File: src/rtl/i2c_bus_cond_det.sv
// Multi-channel I2C bus-condition detector: synchronises and glitch-filters SCL/SDA,
// then reports START / repeated START / STOP, bus-busy, SCL-low timeout and arbitration loss.

module i2c_line_filter #(
    parameter int FILT_LEN = 3
) (
    input  logic clk,
    input  logic rst_n,
    input  logic line_in,
    output logic line_f
);

    localparam int CW = $clog2(FILT_LEN + 1);
    localparam logic [CW-1:0] CNT_LAST = CW'(FILT_LEN - 1);

    logic          s1;
    logic          s2;
    logic [CW-1:0] cnt;

    // The filtered level only moves after s2 has disagreed with it for FILT_LEN clocks in a row.
    always_ff @(posedge clk) begin
        if (!rst_n) begin
            s1     <= 1'b1;
            s2     <= 1'b1;
            cnt    <= '0;
            line_f <= 1'b1;
        end else begin
            s1 <= line_in;
            s2 <= s1;
            if (s2 == line_f) begin
                cnt <= '0;
            end else if (cnt == CNT_LAST) begin
                line_f <= s2;
                cnt    <= '0;
            end else begin
                cnt <= cnt + CW'(1);
            end
        end
    end

endmodule

module i2c_bus_cond_det #(
    parameter int NUM_CH   = 1,
    parameter int FILT_LEN = 3,
    parameter int TIMEOUT  = 1000
) (
    input  logic              clk,
    input  logic              rst_n,
    input  logic [NUM_CH-1:0] scl_in,
    input  logic [NUM_CH-1:0] sda_in,
    input  logic [NUM_CH-1:0] sda_drive,
    output logic [NUM_CH-1:0] scl_f,
    output logic [NUM_CH-1:0] sda_f,
    output logic [NUM_CH-1:0] start_p,
    output logic [NUM_CH-1:0] rstart_p,
    output logic [NUM_CH-1:0] stop_p,
    output logic [NUM_CH-1:0] busy,
    output logic [NUM_CH-1:0] tmo_p,
    output logic [NUM_CH-1:0] arb_lost_p
);

    localparam int TW = $clog2(TIMEOUT + 1);
    localparam logic [TW-1:0] TMO_MAX  = TW'(TIMEOUT);
    localparam logic [TW-1:0] TMO_LAST = TW'(TIMEOUT - 1);

    typedef enum logic {
        IDLE = 1'b0,
        BUSY = 1'b1
    } bus_state_t;

    for (genvar i = 0; i < NUM_CH; i++) begin : g_ch
        logic          scl_q;
        logic          sda_q;
        logic [TW-1:0] tcnt;
        bus_state_t    state_q;
        bus_state_t    state_d;
        logic          start_c;
        logic          stop_c;
        logic          tmo_c;
        logic          arb_c;

        i2c_line_filter #(.FILT_LEN(FILT_LEN)) u_scl_filt (
            .clk    (clk),
            .rst_n  (rst_n),
            .line_in(scl_in[i]),
            .line_f (scl_f[i])
        );

        i2c_line_filter #(.FILT_LEN(FILT_LEN)) u_sda_filt (
            .clk    (clk),
            .rst_n  (rst_n),
            .line_in(sda_in[i]),
            .line_f (sda_f[i])
        );

        always_ff @(posedge clk) begin
            if (!rst_n) begin
                scl_q   <= 1'b1;
                sda_q   <= 1'b1;
                tcnt    <= '0;
                state_q <= IDLE;
            end else begin
                scl_q   <= scl_f[i];
                sda_q   <= sda_f[i];
                state_q <= state_d;
                if (state_q != BUSY || scl_f[i]) begin
                    tcnt <= '0;
                end else if (tcnt != TMO_MAX) begin
                    tcnt <= tcnt + TW'(1);
                end
            end
        end

        // Requiring SCL high on both sides of the SDA edge also rejects simultaneous SCL/SDA changes.
        always_comb begin
            start_c = sda_q & ~sda_f[i] & scl_q & scl_f[i];
            stop_c  = ~sda_q & sda_f[i] & scl_q & scl_f[i];
            tmo_c   = (state_q == BUSY) & ~scl_f[i] & (tcnt == TMO_LAST);
            arb_c   = (state_q == BUSY) & ~scl_q & scl_f[i] & ~sda_f[i] & sda_drive[i];
            state_d = state_q;
            case (state_q)
                IDLE: begin
                    if (start_c) begin
                        state_d = BUSY;
                    end
                end
                BUSY: begin
                    if (stop_c || tmo_c) begin
                        state_d = IDLE;
                    end
                end
                default: state_d = IDLE;
            endcase
        end

        assign start_p[i]    = start_c;
        assign rstart_p[i]   = start_c & (state_q == BUSY);
        assign stop_p[i]     = stop_c;
        assign busy[i]       = (state_q == BUSY);
        assign tmo_p[i]      = tmo_c;
        assign arb_lost_p[i] = arb_c;
    end

endmodule

File: config.mk
export PLATFORM = sky130hd
export DESIGN_NAME = i2c_bus_cond_det
export DESIGN_NICKNAME = d
export VERILOG_FILES = /design/src/rtl/i2c_bus_cond_det.sv
export SDC_FILE = /design/constraint.sdc
export NUM_CORES = 1
export LEC_CHECK = 0
export ABC_AREA = 0
export CORE_UTILIZATION = 45
export CTS_CLUSTER_DIAMETER = 120
export CTS_CLUSTER_SIZE = 14
export DETAILED_ROUTE_END_ITERATION = 10
export PLACE_DENSITY = 0.72
export SLEW_MARGIN = 20
export SYNTH_ARGS = -nofsm -noshare
export SYNTH_HDL_FRONTEND = slang
export SYNTH_SLANG_ARGS = --single-unit
File: constraint.sdc
create_clock -name clk -period 2.9 [get_ports clk]
set_clock_uncertainty 0.1 [all_clocks]
set_input_delay 0.58 -clock clk [delete_from_list [all_inputs] [get_ports clk]]
set_output_delay 0.58 -clock clk [all_outputs]
set_load 0.05 [all_outputs]
==> run summary <==
Rel. slew slack - 66.88%
H-tree Lvls - 1
Die H - 48.87 µm
WHS - 0.3183 ns
Post-synthesis cell type count - 30
Synth top cells by count - dfxtp_1, nand2_1, nand2b_1, nor2_1, nand3b_1
Fin nets - 128
Post-DR wirelength/cell - 11.31 µm
Hold Path Stages - 1
Finished Cell Area - 0.001166 mm²
Synth Warn # - 0
Clock-pin transition on the worst setup and hold timing paths - 0.11 ns
Filler cell count - 184
Slew @ Worst Pin - 0.4960 ns
Leak pwr - 0.0004065 µW
Seq cells post-synth - 23
CTS sink cnt - 23
Area grow syn2layout - 17.97%
Setup TNS - 0 ns
Detailed Route Iter0 Violations - 13
CTS tree - yes
RSZ-0062 raised after global routing - no
Most used flip-flop cell after synthesis - dfxtp_1
Setup violators final - 0
Mean Syn Cell Area - 9.414 µm²
Global route overflow - 0
Post-CTS setup buffers - 0
Multi-input gate area - 499.2 µm²
Post-CTS Hold Fix Bufs - 0
Syn Nets - 114
Remaining antenna violation count after routing - 0
Vias in the first global route - 717
CP required - 2.22 ns
Clk root buf - clkbuf_4
Share of layout cells above drive strength 1 - 6.780%
Period minus WS final - 2.671 ns
Worst vdd ir - 313.9 µV
Core Area - 0.002022 mm²
Slew Limit Fails - 0
CP Capture Type - output port
Final period utilization - 92.12%
Reg2Reg Depth - 3
Storage cell area - 460.4 µm²
Final Hold Viols - 0
# IOs - 13
Die X - 48.87 µm
Worst min-delay path class - flip-flop to flip-flop
Worst-Skew Late Latency - 0.30 ns
Maximum clock rate - 374.3 MHz
Post-synth top area share - 46.58%
Maximum fanout along the worst path - 10
Initial core utilization - 48.89%
Most frequent cell after synthesis - dfxtp_1
Residual DRC - 0
Post-synthesis async set-or-reset flop share - 0%
Post-synthesis sequential area ratio - 46.58%
Number of CTS-inserted buffers - 3
Largest cells by area after synthesis - dfxtp_1, ha_1, nand3b_1
Row count - 16
Dpl cell area - 0.001137 mm²
Pwr/cell area - 409.4 mW/mm²
Max Cap Viol - 0
DP HPWL - 1.250 mm
Vias/cell - 5.310
Initial antenna violation count - 0
Drt pass-1 iters - 4
WL final - 1.640 mm
Ant. Diodes - 0
Critical path class - flip-flop to output port
Largest net degree at the start of global routing - 13
IO buf count - 12
Startpoint types - flip-flop
First-pass GRT wire length - 2.849 mm
Post-CTS Resized - 0
Status - completed
CTS Buffer Depth - 2
Mapped Cells - 105
Die footprint - 0.002388 mm²
Final RePlAce weighted congestion - 0.7739
Detailed-route via count - 770
GRT Total Usage - 15.42%
CP Data Arrival Time - 1.99 ns
Post-synth EDFFs - 0
Mapped cell area - 988.4 µm²
Synth area leader - dfxtp_1
[final timing paths]
check                                            endpoint                 startpoint  slack, ns
worst max-delay path                             rstart_p  g_ch[0].u_scl_filt.line_f       0.23
worst min-delay path            g_ch[0].u_scl_filt.cnt[0]  g_ch[0].u_scl_filt.cnt[0]       0.32
worst max register to register            g_ch[0].tcnt[9]            g_ch[0].tcnt[3]       1.43
worst min register to register  g_ch[0].u_scl_filt.cnt[0]  g_ch[0].u_scl_filt.cnt[0]       0.32
[cell type report]
type,count,area share (%)
multi-input combinational,73,42.81
timing repair buffer,13,10.94
clock buffer,4,2.253
sequential,23,39.48
tap,27,2.897
inverter,5,1.609
[cell families (layout without fill, tap and decap cells)]
| family | after synthesis | count (layout) | synth area share, % |
|---|---|---|---|
| simple gates | 49 | 49 | 30.00 |
| flops | 23 | 23 | 46.58 |
| compound gates | 12 | 12 | 7.215 |
| buf+inv | 9 | 22 | 3.544 |
| fa+ha+maj | 4 | 4 | 5.063 |
| xor+xnor | 4 | 4 | 3.545 |
| mux | 4 | 4 | 4.051 |
[critical path, cell delays in order (launching register included)]
cell and delay (ns):
dfxtp_1 0.50, and4b_1 0.28, and2_1 0.13, clkdlybuf4s50_1 0.79
[per-layer routing]
metal / wire, µm / share of wire (%) / vias to the layer above / GRT usage, %
met5: 0 / 0 / - / 0
met2: 807 / 49 / 9 / 28.01
li1: - / - / 392 / -
met1: 776 / 47 / 367 / 17.15
met3: 40 / 2.4 / 2 / 3.738
met4: 15 / 0.91 / 0 / 5.882
[placed cells by master, fill, tap and decap left out]
| cell type | synthesis | routed |
|---|---|---|
| dfxtp_1 | 23 | 23 |
| nand2_1 | 10 | 10 |
| clkdlybuf4s50_1 | 0 | 10 |
| nand2b_1 | 7 | 7 |
| nor2_1 | 7 | 7 |
| nand3b_1 | 6 | 6 |
| inv_1 | 5 | 5 |
| mux2i_1 | 4 | 4 |
| a21oi_1 | 4 | 4 |
| ha_1 | 4 | 4 |
| xor2_1 | 3 | 3 |
| nand3_1 | 3 | 3 |
| o21ai_0 | 3 | 3 |
| o31ai_1 | 3 | 3 |
| clkbuf_4 | 0 | 3 |
| and4b_1 | 2 | 2 |
| nand4b_1 | 2 | 2 |
| nor4_2 | 1 | 2 |
| or3_1 | 2 | 2 |
| or4_1 | 2 | 2 |
| buf_4 | 0 | 2 |
| nand4_2 | 1 | 1 |
| and2_1 | 1 | 1 |
| nand4_1 | 1 | 1 |
| and3_1 | 1 | 1 |
| a31oi_1 | 1 | 1 |
| nor3_1 | 1 | 1 |
| and3b_1 | 1 | 1 |
| o21a_1 | 1 | 1 |
| xnor2_1 | 1 | 1 |
| clkbuf_1 | 3 | 1 |
| dlymetal6s2s_1 | 0 | 1 |
[sequential cells by signal (all words and copies together) (netlist names)]
register / count
busy: 1
g_ch.scl_q: 1
g_ch.sda_q: 1
g_ch.tcnt: 10
g_ch.u_scl_filt.cnt: 2
g_ch.u_scl_filt.line_f: 1
g_ch.u_scl_filt.s1: 1
g_ch.u_scl_filt.s2: 1
g_ch.u_sda_filt.cnt: 2
g_ch.u_sda_filt.line_f: 1
g_ch.u_sda_filt.s1: 1
g_ch.u_sda_filt.s2: 1
[power by group]
group	total (µW)	internal (µW)	switching (µW)	leakage, µW
registers	321	319	1.38	0.000187
clock network	143	53.6	89.7	0.0000150
logic	13.5	8.22	5.32	0.000205
[metrics by stage]
step | instances | util, % | setup WS (ns) | total power [µW]
global route | 145 | 57.67 | 0.1143 | 502.0
CTS | 145 | 57.55 | 0.07813 | 488.5
floorplan | 105 | - | 0.2653 | 333.3
finish | 145 | 57.67 | 0.2287 | 477.4
global placement | 141 | 56.25 | 0.4667 | 340.9
detailed placement | 141 | 56.25 | 0.4392 | 341.6
No activity file was read; power rests on OpenSTA's default activity.
